==> src/rtl/mux_scan_ctrl.sv <==
// Scan sequencer/collector for a 64:1 single-bit mux: steps the select, settles, samples, packs a frame.
// Optional continuous rescan after each handshake is enabled by defining MUX_SCAN_CONT_EN.
module mux_scan_ctrl #(
  parameter int NUM_CH = 64,
  parameter int SEL_W  = 6,
  parameter int SETTLE = 1
) (
  input  logic              clk,
  input  logic              rst_n,
  input  logic              start,
  input  logic [NUM_CH-1:0] ch_mask,
  output logic [SEL_W-1:0]  mux_sel,
  input  logic              mux_out,
  output logic [NUM_CH-1:0] frame_data,
  output logic              frame_valid,
  input  logic              frame_ready,
  output logic              busy,
  output logic              done
);

  typedef enum logic [1:0] {S_IDLE, S_WAIT, S_SAMP, S_OUT} state_t;

  localparam logic [SEL_W-1:0] LAST_SEL = SEL_W'(NUM_CH - 1);
  localparam logic [SEL_W-1:0] ONE_SEL  = SEL_W'(1);
  localparam logic [3:0]       SETTLE_C = 4'(SETTLE);

  state_t            state_q, state_d;
  logic [3:0]        cnt_q, cnt_d;
  logic [SEL_W-1:0]  sel_q, sel_d;
  logic [NUM_CH-1:0] mask_q, mask_d;
  logic [NUM_CH-1:0] shadow_q, shadow_d;
  logic [NUM_CH-1:0] data_q, data_d;
  logic              valid_q, valid_d;
  logic              busy_q, busy_d;
  logic              done_q, done_d;
  logic              launch_s;

  // Next-state and datapath update for the scan FSM.
  always_comb begin
    state_d  = state_q;
    cnt_d    = cnt_q;
    sel_d    = sel_q;
    mask_d   = mask_q;
    shadow_d = shadow_q;
    data_d   = data_q;
    valid_d  = valid_q;
    done_d   = 1'b0;
    launch_s = 1'b0;

    case (state_q)
      S_IDLE: begin
        if (start) begin
          launch_s = 1'b1;
        end else begin
          state_d = S_IDLE;
        end
      end
      S_WAIT: begin
        if (cnt_q <= 4'd1) begin
          state_d = S_SAMP;
        end else begin
          cnt_d = cnt_q - 4'd1;
        end
      end
      S_SAMP: begin
        shadow_d[sel_q] = mask_q[sel_q] & mux_out;
        if (sel_q == LAST_SEL) begin
          data_d  = shadow_d;
          valid_d = 1'b1;
          state_d = S_OUT;
        end else begin
          sel_d = sel_q + ONE_SEL;
          // Masked channels skip the settle wait entirely.
          if (!mask_q[sel_d] || (SETTLE == 0)) begin
            state_d = S_SAMP;
          end else begin
            state_d = S_WAIT;
            cnt_d   = SETTLE_C;
          end
        end
      end
      S_OUT: begin
        if (frame_ready) begin
          valid_d = 1'b0;
          done_d  = 1'b1;
`ifdef MUX_SCAN_CONT_EN
          launch_s = 1'b1;
`else
          state_d  = S_IDLE;
`endif
        end else begin
          state_d = S_OUT;
        end
      end
      default: begin
        state_d = S_IDLE;
      end
    endcase

    // A new scan relatches the mask and restarts from channel 0 with a clean shadow.
    if (launch_s) begin
      mask_d   = ch_mask;
      sel_d    = '0;
      shadow_d = '0;
      if (!ch_mask[0] || (SETTLE == 0)) begin
        state_d = S_SAMP;
      end else begin
        state_d = S_WAIT;
        cnt_d   = SETTLE_C;
      end
    end else begin
      mask_d = mask_d;
    end

    busy_d = (state_d != S_IDLE);
  end

  // State and output registers; reset abandons any scan in progress.
  always_ff @(posedge clk or negedge rst_n) begin
    if (!rst_n) begin
      state_q  <= S_IDLE;
      cnt_q    <= 4'd0;
      sel_q    <= '0;
      mask_q   <= '0;
      shadow_q <= '0;
      data_q   <= '0;
      valid_q  <= 1'b0;
      busy_q   <= 1'b0;
      done_q   <= 1'b0;
    end else begin
      state_q  <= state_d;
      cnt_q    <= cnt_d;
      sel_q    <= sel_d;
      mask_q   <= mask_d;
      shadow_q <= shadow_d;
      data_q   <= data_d;
      valid_q  <= valid_d;
      busy_q   <= busy_d;
      done_q   <= done_d;
    end
  end

  assign mux_sel     = sel_q;
  assign frame_data  = data_q;
  assign frame_valid = valid_q;
  assign busy        = busy_q;
  assign done        = done_q;

endmodule

==> config.mk <==
export PLATFORM = sky130hd
export DESIGN_NAME = mux_scan_ctrl
export DESIGN_NICKNAME = d
export VERILOG_FILES = /design/src/rtl/mux_scan_ctrl.sv
export SDC_FILE = /design/constraint.sdc
export NUM_CORES = 1
export LEC_CHECK = 0
export BUFFER_PORTS_ARGS = -buffer_cell sky130_fd_sc_hd__buf_4
export CAP_MARGIN = 20
export CORE_MARGIN = 2
export CORE_UTILIZATION = 62
export DETAILED_ROUTE_END_ITERATION = 6
export PLACE_DENSITY = 0.85
export SLEW_MARGIN = 20
export SYNTH_ARGS = -nofsm -noshare
export SYNTH_HDL_FRONTEND = slang
export SYNTH_SLANG_ARGS = --single-unit
==> constraint.sdc <==
create_clock -name clk -period 7.5 [get_ports clk]
set_input_delay 0.75 -clock clk [delete_from_list [all_inputs] [get_ports clk]]
set_output_delay 0.75 -clock clk [all_outputs]
set_load 0.01 [all_outputs]
==> metrics.yaml <==
run_status:
  status: "finished, violations left"
  violations: "DRC"
cells_and_area:
  drive_gt1_share_pct: 16.8
  area_growth_syn_to_layout_pct: 17.2
  multiInputGateArea_sq_um: 4600
  nFillCells: 1153
  fin_util_pct: 74.8
  n_antenna_cell: 0
  fin_nets: 1308
  fin_area_sq_um: 12000
  seq_area_sq_um: 5180
detailed_routing:
  drt-pass1-iter-count: 7
  route.detailed.drc: 7
  via_per_inst: 6.22
  drt_iter0_drc: 1087
  wl_um: 27400
  wl_per_cell_um: 18.8
  final_antenna_net_count: 0
  vias: 9093
critical_path:
  critPathArrivalTime_ns: 4.32
  endpoint_kind: "flop"
  path_class: "flop to flop"
  cp-start-kind: "flop"
  required_ns: 7.92
  worstPathMaxFanout: 31
floorplan:
  fp.dieH_um: 132
  fp.dieW_um: 132
  core_area_sq_um: 16000
  rows: 46
  num_io_pins: 142
  dieArea_sq_um: 17500
  start_util_pct: 63.8
global_route:
  grt_pass1_wl_um: 44200
  antenna_found_initial: 0
  grt_max_degree: 140
  grt_util_all_layers_pct: 31.2
  grt_pass1_vias: 8767
  grt.overflow.total: 0
sta:
  finalSetupViolCount: 0
  final_hold_viol_count: 0
  drv_slew: 0
  finClkSkew_ns: 0.00895
  fin_crit_sh_pct: 52.0
  setup_ws_ns: 3.60
  min_period_ns: 3.90
  whs_ns: 0.196
  worst_pin_slew_ns: 1.05
  fmax_mhz: 256
  rsz0062_at_grt: "false"
  tns_ns: 0
  slew_headroom_pct: 30.3
clocking:
  tritoncts: "done"
  ctsHoldBuffers: 0
  cts_setup_buffers: 0
  cts_sinks: 207
  cts-root-buf: "clkbuf_16"
  cts_buffers: 21
  cts.htree.levels: 1
  clockBufferDepth: 3
  clkLatencyLatePin_ns: 0.50
  cts_resized: 0
  clk_pin_slew_ns: 0.06
placed_design:
  dpl.hpwl_um: 17400
  dp_worst_setup_slack_ns: 3.64
  postPlaceCellArea_sq_um: 11200
  port_buffers: 141
  place.gp.congestion: 0.908
yosys:
  ys_types: 58
  syn_area_sq_um: 10200
  syn_area_per_cell_sq_um: 8.88
  yosysSeqAreaShare_pct: 50.7
  synth_area_leader_cell: "dfrtp_1"
  syn-num-nets: 1227
  ys_async_sr_fraction_pct: 100
  synth_edf_count: 0
  ys_top_cells_by_area: "dfrtp_1 51%, nand2_1 11%, o21ai_0 9.6%"
  yosysWarnings: 0
  netlist_top_cells_count: "308 x nand2_1, 207 x dfrtp_1, 195 x o21ai_0, 74 x a21oi_1, 62 x clkbuf_1"
  ys_ff_latch: 207
  synth_top_area_share_pct: 50.7
  synth.most_common_cell: "nand2_1"
  synthFlopType: "dfrtp_1"
  syn_inst: 1150
pwr:
  power_density_nw_per_um2: 328
  leakagePower_nw: 5.48
  ir_drop_mv: 0.239
job:
  maxCapViolCount: 0
min_path:
  hp-class: "input port to async pin"
-- layout make-up --
class / instances / share of cell area (%)
repair buffers: 149 / 9.57
well taps: 216 / 2.26
clock buffers: 31 / 5.04
inverters: 15 / 0.470
flip-flops and latches: 207 / 43.3
multi-input cells: 837 / 38.4
clock inverters: 6 / 0.941
-- placed cells by master (no fill, tap or decap), types with 7 or more instances in the layout --
master / n
a21oi_1: 74
a22oi_1: 9
a31oi_1: 9
buf_4: 147
clkbuf_16: 21
dfrtp_1: 207
ha_1: 8
inv_1: 14
mux2i_1: 22
mux4_2: 16
nand2_1: 306
nand3_1: 34
nand4_1: 20
nor2_1: 57
nor3_1: 7
o21ai_0: 195
-- power by group --
group / internal [mW] / total, mW / switching [mW]
clock network: 0.661 / 1.09 / 0.430
registers: 1.31 / 1.50 / 0.189
logic: 0.511 / 1.33 / 0.816
-- per-layer routing --
metal,vias up,share of wire [%],track usage (%),wire (um)
met5,-,0,0,0
met4,0,4.4,14.3,1200
met3,99,9.7,5.57,2670
met2,520,48,50.3,13200
met1,4339,38,41.4,10400
li1,4135,-,-,-
-- worst paths after layout --
check / startpoint / endpoint / slack (ns) / depth (start not counted)
worst max-delay path: mux_sel[1]$_DFFE_PN0P_ / cnt_q[1]$_DFF_PN0_ / 3.60 / 8
worst min-delay path: rst_n / frame_data[16]$_DFFE_PN0P_ / 0.20 / 1
worst max register to register: mux_sel[1]$_DFFE_PN0P_ / cnt_q[1]$_DFF_PN0_ / 3.60 / 8
worst min register to register: frame_data[31]$_DFFE_PN0P_ / frame_data[31]$_DFFE_PN0P_ / 0.48 / 2
max in group asynchronous: rst_n / mask_q[29]$_DFFE_PN0P_ / 5.98 / 2
min in group clk: ch_mask[2] / mask_q[2]$_DFFE_PN0P_ / 0.44 / 3
-- cell families (layout without fill, tap and decap cells) --
group / count (synthesis) / count (layout) / share of synthesized area (%)
AOI/OAI and AO/OA: 318 / 318 / 17.0
DFF: 207 / 207 / 50.7
xor gates and xnor gates: 4 / 4 / 0.527
and+or+nand+nor: 461 / 461 / 19.0
buffers and inverters: 106 / 201 / 4.47
adders and majority gates: 8 / 8 / 0.980
muxes: 46 / 46 / 7.30
-- registers in the layout, indices dropped and copies added, names as in the netlist --
register,flops
busy,1
state_q,2
frame_data,64
done,1
mux_sel,6
frame_valid,1
mask_q,64
shadow_q,64
cnt_q,4
-- metrics by stage --
| stage | total power [mW] | std cells |
|---|---|---|
| after global placement | 2.76 | 1423 |
| after CTS | 3.90 | 1460 |
| after floorplan | 2.46 | 1150 |
| final | 3.92 | 1461 |
| after detailed placement | 2.80 | 1423 |
| after global routing | 4.11 | 1461 |
-- worst max-delay path, stage by stage, from the launching register on --
cell	delay [ns]
dfrtp_1	1.01
ha_1	0.55
xor2_4	0.49
mux4_1	0.61
mux2_2	0.27
o211a_1	0.22
a22oi_2	0.30
o21ai_0	0.18
a21oi_1	0.18
(Power assumes the default switching activity.)
